## src/rtl/sram_stream_reader.sv

```systemverilog
// Avalon-MM read master that streams word_count words from base_addr into a credit-limited output FIFO.
// Optional feature: define SRAM_STREAM_ABORT_EN to add the abort input.
module sram_stream_reader #(
  parameter int ADDR_WIDTH = 20,
  parameter int DATA_WIDTH = 16,
  parameter int FIFO_DEPTH = 4,
  parameter int BE_WIDTH   = DATA_WIDTH / 8
) (
  input  logic                  clock,
  input  logic                  reset,
  input  logic                  start,
  input  logic [ADDR_WIDTH-1:0] base_addr,
  input  logic [ADDR_WIDTH-1:0] word_count,
`ifdef SRAM_STREAM_ABORT_EN
  input  logic                  abort,
`endif
  output logic                  busy,
  output logic                  done,
  output logic [ADDR_WIDTH-1:0] av_address,
  output logic [BE_WIDTH-1:0]   av_byteenable,
  output logic                  av_read,
  input  logic                  av_waitrequest,
  input  logic [DATA_WIDTH-1:0] av_readdata,
  input  logic                  av_readdataready,
  output logic [DATA_WIDTH-1:0] dout,
  output logic                  dout_valid,
  input  logic                  dout_ready
);

  localparam int PW = $clog2(FIFO_DEPTH);
  localparam int CW = PW + 1;
  localparam logic [CW:0] L_DEPTH = (CW + 1)'(FIFO_DEPTH);

  localparam logic [1:0] IDLE  = 2'd0;
  localparam logic [1:0] ISSUE = 2'd1;
  localparam logic [1:0] DRAIN = 2'd2;

  logic [1:0]            r_state;
  logic [ADDR_WIDTH-1:0] r_addr;
  logic [ADDR_WIDTH-1:0] r_remaining;
  logic                  r_done;
  logic [CW-1:0]         r_outstanding;
  logic [CW-1:0]         r_fifo_cnt;
  logic [PW-1:0]         r_wr_ptr;
  logic [PW-1:0]         r_rd_ptr;
  logic [DATA_WIDTH-1:0] r_mem [FIFO_DEPTH];

  logic          w_credit;
  logic          w_accept;
  logic          w_last;
  logic          w_push;
  logic          w_pop;
  logic          w_abort;
  logic [CW:0]   w_inflight;

  // Words in the FIFO plus reads still in flight can never exceed the FIFO size,
  // so every returned word is guaranteed a slot.
  assign w_inflight = {1'b0, r_fifo_cnt} + {1'b0, r_outstanding};
  assign w_credit   = w_inflight < L_DEPTH;

  assign av_read  = (r_state == ISSUE) && (r_remaining != '0) && w_credit;
  assign w_accept = av_read && !av_waitrequest;
  assign w_last   = w_accept && (r_remaining == ADDR_WIDTH'(1));
  assign w_push   = av_readdataready && (r_outstanding != '0);
  assign w_pop    = dout_valid && dout_ready;

`ifdef SRAM_STREAM_ABORT_EN
  assign w_abort = abort && (r_state == ISSUE);
`else
  assign w_abort = 1'b0;
`endif

  assign busy          = (r_state != IDLE);
  assign done          = r_done;
  assign av_address    = r_addr;
  assign av_byteenable = '1;
  assign dout          = r_mem[r_rd_ptr];
  assign dout_valid    = (r_fifo_cnt != '0);

  always_ff @(posedge clock) begin
    if (reset) begin
      r_state     <= IDLE;
      r_addr      <= '0;
      r_remaining <= '0;
      r_done      <= 1'b0;
    end else begin
      r_done <= 1'b0;
      if (w_accept) begin
        r_addr      <= r_addr + ADDR_WIDTH'(1);
        r_remaining <= r_remaining - ADDR_WIDTH'(1);
      end
      case (r_state)
        IDLE: begin
          if (start) begin
            if (word_count != '0) begin
              r_addr      <= base_addr;
              r_remaining <= word_count;
              r_state     <= ISSUE;
            end else begin
              r_done <= 1'b1;
            end
          end
        end
        ISSUE: begin
          if (w_last || w_abort) begin
            r_state <= DRAIN;
          end
        end
        DRAIN: begin
          if (r_outstanding == '0) begin
            r_state <= IDLE;
            r_done  <= 1'b1;
          end
        end
        default: r_state <= IDLE;
      endcase
    end
  end

  always_ff @(posedge clock) begin
    if (reset) begin
      r_outstanding <= '0;
      r_fifo_cnt    <= '0;
      r_wr_ptr      <= '0;
      r_rd_ptr      <= '0;
      r_mem         <= '{default: '0};
    end else begin
      case ({w_accept, w_push})
        2'b10:   r_outstanding <= r_outstanding + CW'(1);
        2'b01:   r_outstanding <= r_outstanding - CW'(1);
        default: r_outstanding <= r_outstanding;
      endcase
      case ({w_push, w_pop})
        2'b10:   r_fifo_cnt <= r_fifo_cnt + CW'(1);
        2'b01:   r_fifo_cnt <= r_fifo_cnt - CW'(1);
        default: r_fifo_cnt <= r_fifo_cnt;
      endcase
      if (w_push) begin
        r_mem[r_wr_ptr] <= av_readdata;
        r_wr_ptr        <= r_wr_ptr + PW'(1);
      end
      if (w_pop) begin
        r_rd_ptr <= r_rd_ptr + PW'(1);
      end
    end
  end

endmodule

```

## config.mk

```make
export PLATFORM = sky130hd
export DESIGN_NAME = sram_stream_reader
export DESIGN_NICKNAME = d
export VERILOG_FILES = /design/src/rtl/sram_stream_reader.sv
export SDC_FILE = /design/constraint.sdc
export NUM_CORES = 1
export LEC_CHECK = 0
export CORE_MARGIN = 2
export CORE_UTILIZATION = 53
export CTS_CLUSTER_SIZE = 16
export DETAILED_ROUTE_END_ITERATION = 10
export GPL_TIMING_DRIVEN = 1
export PLACE_DENSITY = 0.81
export SLEW_MARGIN = 20
export SYNTH_ARGS = -nofsm -noshare
export SYNTH_HDL_FRONTEND = slang
export SYNTH_SLANG_ARGS = --single-unit
```

## constraint.sdc

```tcl
create_clock -name clock -period 3.5 [get_ports clock]
set_input_delay 0.525 -clock clock [delete_from_list [all_inputs] [get_ports clock]]
set_output_delay 0.525 -clock clock [all_outputs]
set_load 0.01 [all_outputs]
```

=== After elaboration in Yosys (flattened, before gate mapping) ===
Cells that the tools add are included.

* $lt $le $gt $ge: 4
* Reductions and logical operators: 18
* Shift-type cells: 0
* Mux-type cells: 25
* $add $sub $neg: 9
* Divide/modulo/power cells: 0
* Bitwise gates (word level): 2
* Equal/unequal tests: 11
* Multiply operators: 0

{| class="wikitable"
|+ Operators by type and width
! cell !! number
|-
| 2-to-1 mux 20 bit || 8
|-
| bitwise mux 64 bit || 1
|-
| 2-to-1 mux 16 bit || 3
|-
| nonzero test 20 bit || 2
|-
| binary-select mux 16 bit (select 2 bit) || 1
|-
| demux 16 bit (select 2 bit) || 1
|-
| adder 20 x 1 -> 20 bit (second input constant) || 1
|-
| == test 20 x 1 -> 1 bit (second input constant) || 1
|-
| subtractor 20 x 1 -> 20 bit (second input constant) || 1
|-
| one-hot mux 3 bit (2 select lines) || 2
|-
| 2-to-1 mux 2 bit || 4
|-
| != test 2 bit (second input constant) || 4
|-
| logical AND 1 bit || 7
|-
| adder 3 x 1 -> 3 bit (second input constant) || 2
|-
| == test 2 x 1 -> 1 bit (second input constant) || 3
|-
| == test 2 bit (second input constant) || 3
|-
| greater-or-equal comparator 3 bit (second input constant) || 2
|-
| NOT 2 -> 3 bit || 2
|-
| one-hot mux 2 bit (3 select lines) || 1
|-
| nonzero test 2 bit || 3
|-
| nonzero test 3 bit || 2
|-
| subtractor 3 x 1 -> 3 bit (second input constant) || 2
|-
| adder 2 x 1 -> 2 bit (second input constant) || 2
|-
| adder 3 x 3 -> 4 bit || 1
|-
| 8 further kinds || 10
|}

* Bits of input ports: 62
* Memory bits (read-only): 0
* Bits in latches: 0
* Memories kept: 0
* Output and inout bits: 42
* Memory bits (writable): 0
* Register bits: 117

=== Longest topological paths before layout ===
Gate-level depths: netlist of the first run.

* Depth in word-level cells: 8
* Mapped depth: 15
* Gate-level depth less buffers: 12

=== Least setup slack after synthesis of the first run ===
No wires, ideal clock.

* Path kind: register to register
* Start point: reg r_remaining[11]
* End point: reg r_outstanding[2]
* Data required time: 3.430 ns
* Period minus slack after synthesis: 3.142 ns
* Slack: 0.358 ns
* Cell stages (with the launch flop): 13
* Arrival time: 3.072 ns
* Cells stage by stage: dfxtp_1 > or4_1 > nor3_1 > a21oi_2 > inv_2 > buf_2 > buf_2 > ha_1 > inv_1 > fa_1 > xor2_1 > or3_1 > a21oi_1

* Word-level cells in the longest chain between the ends: 6
* Elaborated cells between the ends (all ways): 8
* Those cells by class: 2 x eq/ne; 1 x mux; 5 x reduce/logical

{| class="wikitable"
|+ Ends and longest elaborated chain
! item !! line !! text
|-
| start: declaration || 40 || <nowiki>logic [ADDR_WIDTH-1:0] r_remaining;</nowiki>
|-
| start signal: assignment || 90 || <nowiki>r_remaining <= r_remaining - ADDR_WIDTH'(1);</nowiki>
|-
| start signal: assignment || 97 || <nowiki>r_remaining <= word_count;</nowiki>
|-
| nonzero test 20 bit * || 61 || <nowiki>assign av_read = (r_state == ISSUE) && (r_remaining != '0) && w_credit;</nowiki>
|-
| logical AND 1 bit * (2 in series) || 61 ||
|-
| logical AND 1 bit * || 62 || <nowiki>assign w_accept = av_read && !av_waitrequest;</nowiki>
|-
| == test 2 x 1 -> 1 bit / == test 2 bit (equally long branches) || 128 || <nowiki>case ({w_accept, w_push})</nowiki>
|-
| one-hot mux 3 bit (2 select lines) / nonzero test 2 bit (equally long branches) || n/a ||
|-
| end signal: assignment || 129 || <nowiki>2'b10: r_outstanding <= r_outstanding + CW'(1);</nowiki>
|-
| end signal: assignment || 130 || <nowiki>2'b01: r_outstanding <= r_outstanding - CW'(1);</nowiki>
|-
| end signal: assignment || 131 || <nowiki>default: r_outstanding <= r_outstanding;</nowiki>
|-
| end: declaration || 42 || <nowiki>logic [CW-1:0] r_outstanding;</nowiki>
|}

Every way passes the cells marked *; elsewhere a longest branch is shown, timed or not.
A chain may end at the register's enable or synchronous reset.

=== Worst setup path in the final report of the first run ===
* Start point: reg r_outstanding[2]
* End point: reg r_addr[13] (netlist: av_address[13])

* Word-level cells in the longest chain between the ends: 8

{| class="wikitable"
|+ Ends and longest elaborated chain
! item !! line !! text
|-
| adder 3 x 3 -> 4 bit * || 58 || <nowiki>assign w_inflight = {1'b0, r_fifo_cnt} + {1'b0, r_outstanding};</nowiki>
|-
| < comparator 4 x 3 -> 1 bit * || 59 || <nowiki>assign w_credit = w_inflight < L_DEPTH;</nowiki>
|-
| logical AND 1 bit * || 61 ||
|-
| logical AND 1 bit * || 62 ||
|-
| 2-to-1 mux 20 bit * || 88 || <nowiki>if (w_accept) begin</nowiki>
|-
| 2-to-1 mux 20 bit || 95 || <nowiki>if (word_count != '0) begin</nowiki>
|-
| 2-to-1 mux 20 bit || 94 || <nowiki>if (start) begin</nowiki>
|-
| 2-to-1 mux 20 bit * || 92 || <nowiki>case (r_state)</nowiki>
|-
| end signal: assignment || 89 || <nowiki>r_addr <= r_addr + ADDR_WIDTH'(1);</nowiki>
|-
| end signal: assignment || 96 || <nowiki>r_addr <= base_addr;</nowiki>
|-
| end: declaration || 39 || <nowiki>logic [ADDR_WIDTH-1:0] r_addr;</nowiki>
|}

Marks and branches as above.

==> results by group, run 1 <==
Status
  • Outcome: complete, no violations

Global route
  • Initial antenna violation count: 0
  • First-pass GRT wire length: 25.3 mm
  • Tot GR Track Use: approximately 27%
  • Number of global-route vias before repair: around 5500
  • GRT Residual Overflow: 0
  • Largest net degree at the start of global routing: 87

Clocking
  • CTS hold repair buffers: 0
  • Post-CTS sizing: 0
  • CTS sink cnt: approximately 120
  • Post-CTS Setup Inserts: 0
  • CTS H-tree depth: 4
  • CTS tree: built
  • CTS Buffer Depth: 2
  • Worst-Skew Late Latency: 0.52 ns
  • TritonCTS buffer count: 17
  • CTS root buffer: clkbuf_8
  • CTS clk-pin slew, worst paths: 0.06 ns

Logic synthesis
  • Post-synth EDFFs: 0
  • Cells after Synth: 684
  • Top-area cell type share of the netlist area: 40.9%
  • Async set-reset flop share out of synthesis: 0%
  • Syn_area_per_cell: 8.37 sq um
  • Seq cells post-synth: 117
  • Mapped cell area: ~5700 sq um
  • Ys flop type: dfxtp_1
  • Largest cells by area after synthesis: dfxtp_1 (41%), nand2_1 (10%), a21oi_1 (6.4%)
  • Cell variety after synth: 54
  • Yosys Warn Count: 0
  • Sequential area share after synthesis: 40.9%
  • Largest area contributor in the netlist: dfxtp_1

Pwr
  • Psw: 1.27 mW
  • Max VDD drop: 0.000354 V
  • Pwr Total: 4.20 mW
  • Switching share of total power: 30.4%
  • Logic pwr share: a little under a quarter
  • P_int: 2.92 mW
  • Power density cells: around 570 nW/um^2
  • Part of the power in the clock network: 39.8%
  • Lkg Pwr: about 2.5 nW
  • Sequential Power Share: 37.3%

Placement
  • Routability Congestion: 0.821
  • Pre-CTS worst setup slack: about 0.4 ns
  • PortBufs: 101
  • Post-DP HPWL: 10.1 mm

Setup path
  • Top Family by Delay on Critical Path: simple AND/OR/NAND/NOR gates
  • Bufs and invs on worst path: 2
  • Worst path max stage delay: 0.54 ns
  • Worst-case reg-to-reg path depth: 8
  • CP most frequent cell: or4b_4
  • Worst Setup Path Type: reg -> reg
  • Critical Path Slowest Stage Cell: or4b_4
  • Cell count along the critical path: 8
  • Arrival time at the worst endpoint: 3.56 ns
  • CP cell instances: ha_1 -> or4b_4 -> or4b_4 -> a21oi_2 -> inv_2 -> buf_4 -> or4_1 -> a311oi_1
  • CP required: 3.92 ns
  • Worst-path fanout max: 20
  • Nature of the critical path startpoint: flip-flop
  • Worst Setup End Kind: flip-flop

Job
  • Max_cap viols: 0

Floorplanning
  • DIE AREA: 11700 sq um
  • Row count: 37
  • Core area: 10400 sq um
  • Initial Utilization: 55.0%
  • Die width: 108 um
  • Die H: 108 um
  • Boundary pin count: 104

STA
  • Final min period: 3.14 ns
  • Slew headroom: 38.8%
  • Slew Viols, Final: 0
  • Final setup vio count: 0
  • RSZ-0062 raised after global routing: false
  • Setup Skew: 0.00899 ns
  • Max frequency: 318 MHz
  • PnR worst setup slack: 0.356 ns
  • Tcrit/Tclk final: 89.8%
  • Setup TNS Final: 0 ns
  • Hold violation total from the final report: 0
  • Worst slew pin tran: 0.916 ns

Final layout
  • Commonest non-fill, non-tap cells in the layout: nand2_1 (155), dfxtp_1 (117), clkdlybuf4s50_1 (99), a21oi_1 (73), nor2_1 (49)
  • Share of cells above drive strength 1: 9.34%
  • Layout area overhead: 29.2%
  • Nets: 844
  • Most common cell after layout, fill and taps aside: nand2_1
  • Register area: approximately 2300 sq um
  • Utilization of the core after routing: 71.0%
  • Area of the multi-input gates: 3150 sq um
  • FILL cells: 800
  • Ant. Diodes: 0

Detailed routing
  • Total vias in the final route: 5557
  • Pre-antenna DRT Iters: 5
  • Remaining antenna violation count: 0
  • Drt drc: 0
  • Routed len/inst: 16.9 um
  • DRT Wirelength: ~16 mm
  • Initial DRC count: around 320
  • Vias per inst: a little over 6

Worst hold path
  • Hold path depth: 2
  • Worst Hold Class: reg -> reg
## worst register-to-register path: stages (launching register included)
cell and delay (ns):
dfxtp_1 0.33, ha_1 0.31, or4b_4 0.54, or4b_4 0.54, a21oi_2 0.16, inv_2 0.16, buf_4 0.24, or4_1 0.52
a311oi_1 0.26
## area by class of cell
class / instances / share of cell area, %
clock inverters: 14 / 2.06
repair buffers: 112 / 14.9
well taps: 136 / 2.30
inverters: 16 / 0.812
multi-input cells: 505 / 42.6
flip-flops and latches: 117 / 31.7
clock buffers: 18 / 5.65
## power by group through the flow
stage / combinational (mW) / sequential (mW) / clock [mW]
6_report: 0.963 / 1.56 / 1.67
5_1_grt: 1.06 / 1.58 / 1.74
4_1_cts: 0.963 / 1.56 / 1.68
3_5_place_dp: 0.950 / 1.59 / 0
3_3_place_gp: 0.920 / 1.58 / 0
2_1_floorplan: 0.597 / 1.56 / 0
## cell families after synthesis
family / Yosys count / share of synthesized area [%]
multiplexers: 17 / 6.49
adder cells (fa/ha/maj): 13 / 3.10
flip-flops: 117 / 40.9
XOR/XNOR: 18 / 2.75
buffers and inverters: 63 / 4.33
AO/OA/AOI/OAI: 153 / 17.6
AND/OR/NAND/NOR: 302 / 24.7
other: 1 / 0.0655
## synthesized netlist by cell type, types with 7 or more instances
| library cell | count |
|---|---|
| a211oi_1 | 17 |
| a21oi_1 | 73 |
| a311oi_1 | 21 |
| clkbuf_1 | 40 |
| dfxtp_1 | 117 |
| ha_1 | 11 |
| inv_1 | 15 |
| mux4_2 | 16 |
| nand2_1 | 155 |
| nand3_1 | 14 |
| nand4_1 | 7 |
| nor2_1 | 49 |
| nor3_1 | 8 |
| nor4_1 | 8 |
| o21ai_0 | 9 |
| o31ai_1 | 10 |
| or3_1 | 9 |
| or4_1 | 12 |
| xnor2_1 | 12 |
## metal layers
| layer | track usage (%) | wire, um | vias to the layer above | part of all wire [%] |
|---|---|---|---|---|
| met5 | 0 | 0 | - | 0 |
| met4 | 11.3 | 316 | 0 | 2.0 |
| met3 | 6.81 | 998 | 37 | 6.4 |
| met2 | 47.9 | 7910 | 248 | 51 |
| met1 | 32.2 | 6280 | 2656 | 40 |
| li1 | - | - | 2616 | - |
## stage by stage
stage / area (sq um) / instances / hold slack (ns)
detailed placement: 6830 / 886 / 0.444
floorplan: 5730 / 685 / 0.433
global placement: 6830 / 886 / 0.438
global route: 7400 / 918 / 0.478
CTS: 7400 / 918 / 0.452
finish: 7400 / 918 / 0.456
## path summary, 6_finish.rpt
path         slack (ns)                   endpoint                     startpoint
min                0.46     r_mem[22]$_SDFFE_PP0P_         r_mem[22]$_SDFFE_PP0P_
min reg2reg        0.46     r_mem[22]$_SDFFE_PP0P_         r_mem[22]$_SDFFE_PP0P_
max                0.36  av_address[13]$_SDFF_PP0_  r_outstanding[2]$_SDFFE_PP0P_
max reg2reg        0.36  av_address[13]$_SDFF_PP0_  r_outstanding[2]$_SDFFE_PP0P_
## registers in the layout, summed over array words and instances, names as in the netlist
register,flops
r_mem,64
av_address,20
r_remaining,20
r_fifo_cnt,3
r_outstanding,3
r_rd_ptr,2
r_state,2
r_wr_ptr,2
done,1
Power figures use the tool's default switching activity.
==> run 2: changes to the inputs <==
--- a/config.mk
+++ b/config.mk
@@ -11,6 +11,7 @@
 export DETAILED_ROUTE_END_ITERATION = 10
 export GPL_TIMING_DRIVEN = 1
 export PLACE_DENSITY = 0.81
+export SKIP_CTS_REPAIR_TIMING = 1
 export SLEW_MARGIN = 20
 export SYNTH_ARGS = -nofsm -noshare
 export SYNTH_HDL_FRONTEND = slang
==> results of run 2 <==
No change in the layout: final DEF, timing and power equal those of run 1.
==> run 3: changes to the inputs <==
--- a/config.mk
+++ b/config.mk
@@ -5,6 +5,7 @@
 export SDC_FILE = /design/constraint.sdc
 export NUM_CORES = 1
 export LEC_CHECK = 0
+export CAP_MARGIN = 0
 export CORE_MARGIN = 2
 export CORE_UTILIZATION = 53
 export CTS_CLUSTER_SIZE = 16
==> results of run 3 <==
No change in the layout: final DEF, timing and power equal those of run 1.
